--- config.mk ---
export PLATFORM = sky130hd
export DESIGN_NAME = execute_stage
export DESIGN_NICKNAME = d
export VERILOG_FILES = /design/src/rtl/execute_stage.sv
export SDC_FILE = /design/constraint.sdc
export NUM_CORES = 1
export LEC_CHECK = 0
export BUFFER_PORTS_ARGS = -buffer_cell sky130_fd_sc_hd__buf_2
export CAP_MARGIN = 5
export CORE_ASPECT_RATIO = 0.7
export CORE_MARGIN = 1
export CORE_UTILIZATION = 45
export CTS_CLUSTER_DIAMETER = 80
export DETAILED_ROUTE_END_ITERATION = 10
export MAX_ROUTING_LAYER = met4
export PLACE_DENSITY = 0.62
export SETUP_SLACK_MARGIN = 0.02
export SKIP_CTS_REPAIR_TIMING = 1
export SKIP_LAST_GASP = 1
export SYNTH_ARGS = -nofsm -noshare
export SYNTH_HDL_FRONTEND = slang
export SYNTH_SLANG_ARGS = --single-unit
--- constraint.sdc ---
create_clock -name clk -period 4.2 [get_ports clk]
set_clock_uncertainty 0.1 [all_clocks]
set_input_delay 0.21 -clock clk [delete_from_list [all_inputs] [get_ports clk]]
set_output_delay 0.21 -clock clk [all_outputs]
set_load 0.05 [all_outputs]
--- src/rtl/execute_stage.sv ---
// Execute stage: single-cycle ALU/address/compare ops plus an iterative 32x32 shift-add multiply.
// Latency: single-cycle ops 1 cycle; MUL result visible 32 cycles after the accepting edge.
// Backpressure: stall_out is high while a multiply iterates; inputs are ignored until it drops.
module execute_stage #(
  parameter int         DATA_W  = 32,
  parameter logic [6:0] OPC_ADD = 7'h00,
  parameter logic [6:0] OPC_SUB = 7'h01,
  parameter logic [6:0] OPC_MUL = 7'h02,
  parameter logic [6:0] OPC_LDW = 7'h10,
  parameter logic [6:0] OPC_STW = 7'h11,
  parameter logic [6:0] OPC_BEQ = 7'h30
) (
  input  logic              clk,
  input  logic              rst_n,
  input  logic              in_valid,
  input  logic [6:0]        opcode,
  input  logic [4:0]        dst,
  input  logic [DATA_W-1:0] src1,
  input  logic [DATA_W-1:0] src2,
  input  logic [9:0]        offsetlo,
  input  logic [DATA_W-1:0] in_pc,
  output logic              stall_out,
  output logic              out_valid,
  output logic [4:0]        out_dst,
  output logic [DATA_W-1:0] out_result,
  output logic [DATA_W-1:0] out_store_data,
  output logic              out_reg_write,
  output logic              out_mem_read,
  output logic              out_mem_write,
  output logic              branch_taken,
  output logic [DATA_W-1:0] branch_target
);

  typedef enum logic {IDLE = 1'b0, MUL_BUSY = 1'b1} state_t;

  state_t            state;
  logic [DATA_W-1:0] mcand;
  logic [DATA_W-1:0] mplier;
  logic [DATA_W-1:0] acc;
  logic [4:0]        count;
  logic [4:0]        mul_dst;

  logic [DATA_W-1:0] off_sext;
  logic [DATA_W-1:0] acc_next;
  logic [DATA_W-1:0] addr;

  // Sign-extended immediate, effective address and next partial product.
  assign off_sext  = {{(DATA_W-10){offsetlo[9]}}, offsetlo};
  assign addr      = src1 + off_sext;
  assign acc_next  = acc + (mplier[0] ? mcand : '0);
  assign stall_out = (state == MUL_BUSY);

  // FSM, multiplier datapath and registered result bundle. Strobes default low
  // every cycle so each valid/branch is a one-cycle pulse; data fields hold.
  always_ff @(posedge clk or negedge rst_n) begin
    if (!rst_n) begin
      state          <= IDLE;
      mcand          <= '0;
      mplier         <= '0;
      acc            <= '0;
      count          <= '0;
      mul_dst        <= '0;
      out_valid      <= 1'b0;
      out_dst        <= '0;
      out_result     <= '0;
      out_store_data <= '0;
      out_reg_write  <= 1'b0;
      out_mem_read   <= 1'b0;
      out_mem_write  <= 1'b0;
      branch_taken   <= 1'b0;
      branch_target  <= '0;
    end else begin
      out_valid     <= 1'b0;
      out_reg_write <= 1'b0;
      out_mem_read  <= 1'b0;
      out_mem_write <= 1'b0;
      branch_taken  <= 1'b0;
      case (state)
        IDLE: begin
          if (in_valid) begin
            case (opcode)
              OPC_ADD: begin
                out_valid     <= 1'b1;
                out_result    <= src1 + src2;
                out_dst       <= dst;
                out_reg_write <= 1'b1;
              end
              OPC_SUB: begin
                out_valid     <= 1'b1;
                out_result    <= src1 - src2;
                out_dst       <= dst;
                out_reg_write <= 1'b1;
              end
              OPC_LDW: begin
                out_valid     <= 1'b1;
                out_result    <= addr;
                out_dst       <= dst;
                out_reg_write <= 1'b1;
                out_mem_read  <= 1'b1;
              end
              OPC_STW: begin
                out_valid      <= 1'b1;
                out_result     <= addr;
                out_dst        <= dst;
                out_store_data <= src2;
                out_mem_write  <= 1'b1;
              end
              OPC_BEQ: begin
                out_valid     <= 1'b1;
                out_dst       <= dst;
                branch_taken  <= (src1 == src2);
                branch_target <= in_pc + off_sext;
              end
              OPC_MUL: begin
                mcand   <= src1;
                mplier  <= src2;
                acc     <= '0;
                count   <= '0;
                mul_dst <= dst;
                state   <= MUL_BUSY;
              end
              default: ; // unknown opcode behaves as a NOP
            endcase
          end
        end
        MUL_BUSY: begin
          // One multiplier bit per cycle; always 32 iterations, no early exit.
          acc    <= acc_next;
          mcand  <= mcand << 1;
          mplier <= mplier >> 1;
          count  <= count + 5'd1;
          if (count == 5'd31) begin
            state         <= IDLE;
            out_valid     <= 1'b1;
            out_reg_write <= 1'b1;
            out_result    <= acc_next;
            out_dst       <= mul_dst;
          end
        end
        default: state <= IDLE;
      endcase
    end
  end

endmodule

==> impl_results.html <==
<table>
<tr><th>Metric</th><th>Value</th></tr>
<tr><th colspan="2">Global route</th></tr>
<tr><td>Antenna violations before repair</td><td>0</td></tr>
<tr><td>Wire length of the first global-routing pass</td><td>76600 µm</td></tr>
<tr><td>GRT Resource Usage Total</td><td>0.287</td></tr>
<tr><td>Vias in the first global route</td><td>13.2k</td></tr>
<tr><td>Grt ovf</td><td>0</td></tr>
<tr><td>Maximum number of pins on one net before global-route repair</td><td>111</td></tr>
<tr><th colspan="2">Worst setup path</th></tr>
<tr><td>Crit Path Class</td><td>register to register</td></tr>
<tr><td>Reg2reg path depth</td><td>13</td></tr>
<tr><td>Data arrival time of the critical path</td><td>4.36 ns</td></tr>
<tr><td>R2R setup slack</td><td>0.21 ns</td></tr>
<tr><td>Required time at the worst-slack endpoint</td><td>4.56 ns</td></tr>
<tr><td>Crit start category</td><td>register</td></tr>
<tr><td>Worst setup path endpoint</td><td>out_result[28]</td></tr>
<tr><td>Largest driver fanout on the critical path</td><td>3</td></tr>
<tr><td>Crit Reg-Reg Endpoint</td><td>out_result[28]</td></tr>
<tr><td>Element type at the critical path end</td><td>register</td></tr>
<tr><td>Worst setup startpoint</td><td>mcand[0]</td></tr>
<tr><td>Beginning of the worst register-to-register path</td><td>mcand[0]</td></tr>
<tr><th colspan="2">Synth</th></tr>
<tr><td>Fraction of registers with async set or reset after synthesis</td><td>1.00</td></tr>
<tr><td>Number of warnings reported in the yosys synthesis log</td><td>0</td></tr>
<tr><td>Count of state elements after synthesis</td><td>between 200 and 250</td></tr>
<tr><td>Prevailing post-synth register cell</td><td>sky130_fd_sc_hd__dfrtp_1</td></tr>
<tr><td>Simple-gate area share of the yosys netlist</td><td>0.162</td></tr>
<tr><td>Area share of fa/ha/maj cells after synthesis</td><td>0.107</td></tr>
<tr><td>Dominant combinational cell family by area after synthesis</td><td>compound AO/OA/AOI/OAI gates</td></tr>
<tr><td>Number of enable-type register cells in the synthesized netlist</td><td>0</td></tr>
<tr><td>Compound-Gate Fraction of Synth Area</td><td>0.240</td></tr>
<tr><td>Gate count after technology mapping</td><td>1842</td></tr>
<tr><td>Share of synthesized area spent on multiplexers</td><td>0.0596</td></tr>
<tr><td>Proportion of synthesized chip area in sequential cells</td><td>0.338</td></tr>
<tr><td>Distinct cells, synth</td><td>75</td></tr>
<tr><td>Number of nets produced by synthesis</td><td>2096</td></tr>
<tr><td>Cell Area, Synth</td><td>15800 µm²</td></tr>
<tr><td>Xor/xnor cell area share of the yosys netlist</td><td>0.0605</td></tr>
<tr><td>Synthesized area per cell</td><td>8.57 µm²</td></tr>
<tr><th colspan="2">STA</th></tr>
<tr><td>Hold slack final</td><td>-0.0370 ns</td></tr>
<tr><td>Hold Violations, Final</td><td>6</td></tr>
<tr><td>RSZ-0062 raised after global routing</td><td>false</td></tr>
<tr><td>Max transition margin</td><td>0.305</td></tr>
<tr><td>Final Critical Period</td><td>3.99 ns</td></tr>
<tr><td>FMAX</td><td>250 MHz</td></tr>
<tr><td>Number of max-slew violations in the final report</td><td>0</td></tr>
<tr><td>Tcrit/Tclk final</td><td>0.951</td></tr>
<tr><td>Worst-Margin Slew</td><td>1.04 ns</td></tr>
<tr><td>Slack of the critical path</td><td>0.205 ns</td></tr>
<tr><td>Count of final setup violators</td><td>0</td></tr>
<tr><th colspan="2">Detailed routing</th></tr>
<tr><td>Number of nets with antenna violations after routing</td><td>0</td></tr>
<tr><td>Wirelength, routed</td><td>~52000 µm</td></tr>
<tr><td>DRC violation count after routing</td><td>0</td></tr>
<tr><td>Post-DR wirelength/cell</td><td>19.7 µm</td></tr>
<tr><td>Vias per Instance</td><td>between 5 and 6</td></tr>
<tr><td>DRC marker count from the first detailed-route iteration</td><td>1248</td></tr>
<tr><td>First-pass iteration count of the detailed router</td><td>6</td></tr>
<tr><td>Count of vias placed by the detailed router</td><td>15.0k</td></tr>
<tr><th colspan="2">Clock network</th></tr>
<tr><td>Maximum clock path buffer count</td><td>3</td></tr>
<tr><td>Clock buffers created by TritonCTS</td><td>25</td></tr>
<tr><td>Clock latency of the later-clocked register in the worst-skew pair</td><td>0.55 ns</td></tr>
<tr><td>Clock tree from TritonCTS</td><td>done</td></tr>
<tr><td>Number of clock sinks</td><td>213</td></tr>
<tr><td>Clock slew at reported path FFs</td><td>0.07 ns</td></tr>
<tr><td>Root Driver</td><td>sky130_fd_sc_hd__clkbuf_16</td></tr>
<tr><td>H-tree level count</td><td>1</td></tr>
<tr><th colspan="2">Finish</th></tr>
<tr><td>Most used cells in the layout excluding fill and tap cells</td><td>sky130_fd_sc_hd__nand2_1 (230), sky130_fd_sc_hd__buf_2 (226), sky130_fd_sc_hd__dfrtp_1 (212)</td></tr>
<tr><td>Final design instance area without fill</td><td>19100 µm²</td></tr>
<tr><td>Final antenna diode count</td><td>0</td></tr>
<tr><td>Fin util</td><td>0.563</td></tr>
<tr><td>Layout net count</td><td>roughly 2.4k</td></tr>
<tr><td>Fillers</td><td>~3.1k</td></tr>
<tr><td>Most common cell after layout, fill and taps aside</td><td>sky130_fd_sc_hd__nand2_1</td></tr>
<tr><td>Filler-free cell count of the finished design</td><td>2617</td></tr>
<tr><td>Fraction of final layout cells with drive strength greater than 1</td><td>0.185</td></tr>
<tr><td>Layout area overhead</td><td>21.2%</td></tr>
<tr><th colspan="2">Run status</th></tr>
<tr><td>Status</td><td>complete, but fails checks</td></tr>
<tr><td>Violations in the final reports</td><td>hold timing</td></tr>
<tr><th colspan="2">Placed design</th></tr>
<tr><td>GP Congestion</td><td>approximately 1</td></tr>
<tr><td>Number of placed instances with taps included</td><td>2508</td></tr>
<tr><td>Number of buffers inserted by port buffering</td><td>227</td></tr>
<tr><td>HPWL Detailed</td><td>39100 µm</td></tr>
<tr><td>Pre-CTS worst setup slack</td><td>-0.218 ns</td></tr>
<tr><td>Area after detailed placement</td><td>17700 µm²</td></tr>
<tr><th colspan="2">Flow run</th></tr>
<tr><td>Count of max-cap constraint violations</td><td>0</td></tr>
<tr><th colspan="2">Pwr</th></tr>
<tr><td>Final Power</td><td>0.00887 W</td></tr>
<tr><td>Cell area power density</td><td>464 nW/µm²</td></tr>
<tr><td>Maximum vdd ir drop</td><td>approximately 0.28 mV</td></tr>
<tr><td>Leak pwr</td><td>9.72 nW</td></tr>
<tr><th colspan="2">Floorplanning</th></tr>
<tr><td>Starting density of the core</td><td>0.464</td></tr>
<tr><td>Chip height</td><td>159 µm</td></tr>
<tr><td>Count of standard-cell rows</td><td>56</td></tr>
<tr><td>Area of the placeable core</td><td>~34000 µm²</td></tr>
<tr><td>Count of pins on the block boundary</td><td>228</td></tr>
<tr><td>Die extent in x</td><td>between 200 and 250 µm</td></tr>
<tr><td>Overall die area</td><td>35800 µm²</td></tr>
<tr><th colspan="2">Min path</th></tr>
<tr><td>Startpoint of the worst hold path</td><td>src1[25]</td></tr>
<tr><td>Type of the most critical hold path</td><td>input port to register</td></tr>
</table>
## state kept, by name, indices dropped and copies added, names as in the netlist
signal,count
mcand,32
acc,32
mul_dst,5
out_mem_write,1
out_result,32
out_mem_read,1
branch_taken,1
out_reg_write,1
mplier,32
out_store_data,32
out_valid,1
branch_target,32
out_dst,5
stall_out,1
count,5
## worst max-delay path, cell delays in order (launching register included)
cell and delay (ns):
sky130_fd_sc_hd__dfrtp_1 0.40, sky130_fd_sc_hd__and2_1 0.20, sky130_fd_sc_hd__ha_1 0.24, sky130_fd_sc_hd__fa_1 0.46
sky130_fd_sc_hd__a211oi_1 0.35, sky130_fd_sc_hd__o21a_1 0.22, sky130_fd_sc_hd__nor3_1 0.09, sky130_fd_sc_hd__or3_1 0.36
sky130_fd_sc_hd__a21oi_1 0.35, sky130_fd_sc_hd__o21bai_1 0.24, sky130_fd_sc_hd__a31oi_1 0.39, sky130_fd_sc_hd__xnor2_1 0.16
sky130_fd_sc_hd__nand2_1 0.13, sky130_fd_sc_hd__a31oi_1 0.22
## where the power goes
part / internal (W) / switching, W
registers: 0.00264 / 0.000438
clock network: 0.00128 / 0.000916
logic: 0.00130 / 0.00230
## stage by stage
stage,TNS [ns],hold WS (ns)
after floorplan,0,-0.186
after global placement,-1.13,0.253
after detailed placement,-0.754,0.262
after CTS,0,-0.315
after global routing,0,0.000561
final,0,-0.0370
## kinds of logic (layout without fill, tap and decap cells)
family / count (synthesis) / in the layout
compound gates: 606 / 606
xor+xnor: 109 / 109
fa+ha+maj: 133 / 133
buf+inv: 138 / 449
flops: 213 / 213
mux: 88 / 88
simple gates: 555 / 555
## how the worst min path moves through the flow
stage	cells after the start	slack [ns]	to
after floorplan	0	-0.19	acc[0]
after global placement	1	0.25	acc[27]
after detailed placement	1	0.26	acc[27]
after CTS	1	-0.32	acc[27]
after global routing	3	0.0006	mcand[27]
final	3	-0.04	mcand[25]
## cells in the mapped netlist, types with 16 or more instances
cell | n | area share
sky130_fd_sc_hd__mux2_2 | 47 | 0.034
sky130_fd_sc_hd__a21oi_1 | 170 | 0.054
sky130_fd_sc_hd__nor2_1 | 127 | 0.030
sky130_fd_sc_hd__xnor2_1 | 54 | 0.030
sky130_fd_sc_hd__clkbuf_1 | 68 | 0.016
sky130_fd_sc_hd__inv_1 | 57 | 0.014
sky130_fd_sc_hd__ha_1 | 129 | 0.10
sky130_fd_sc_hd__a211oi_1 | 19 | 0.0090
sky130_fd_sc_hd__and3_1 | 17 | 0.0067
sky130_fd_sc_hd__nand2_1 | 231 | 0.055
sky130_fd_sc_hd__a31oi_1 | 20 | 0.0079
sky130_fd_sc_hd__nand3_1 | 36 | 0.011
sky130_fd_sc_hd__nor3_1 | 18 | 0.0057
sky130_fd_sc_hd__a21o_1 | 82 | 0.039
sky130_fd_sc_hd__o211ai_1 | 16 | 0.0076
sky130_fd_sc_hd__and2_1 | 42 | 0.017
sky130_fd_sc_hd__o21ai_0 | 194 | 0.062
sky130_fd_sc_hd__dfrtp_1 | 213 | 0.34
sky130_fd_sc_hd__mux2i_1 | 41 | 0.026
sky130_fd_sc_hd__nand2b_1 | 27 | 0.011
sky130_fd_sc_hd__xor2_1 | 55 | 0.031
## metal layers
| layer | global-route usage | share of wire | up-vias |
|---|---|---|---|
| li1 | - | - | 7195 |
| met1 | 0.443 | 0.51 | 7234 |
| met2 | 0.384 | 0.40 | 488 |
| met3 | 0.0482 | 0.068 | 64 |
| met4 | 0.0531 | 0.018 | 0 |
| met5 | - | 0 | - |
## area by class of cell
cell class	instances	area (µm²)	area share
tap	464	581	0.0304
inverter	57	214	0.0112
sequential	213	5330	0.279
timing repair buffer	348	2250	0.118
clock inverter	8	73.8	0.00386
multi-input combinational	1491	9930	0.519
clock buffer	36	737	0.0385
Power figures use the tool's default switching activity.
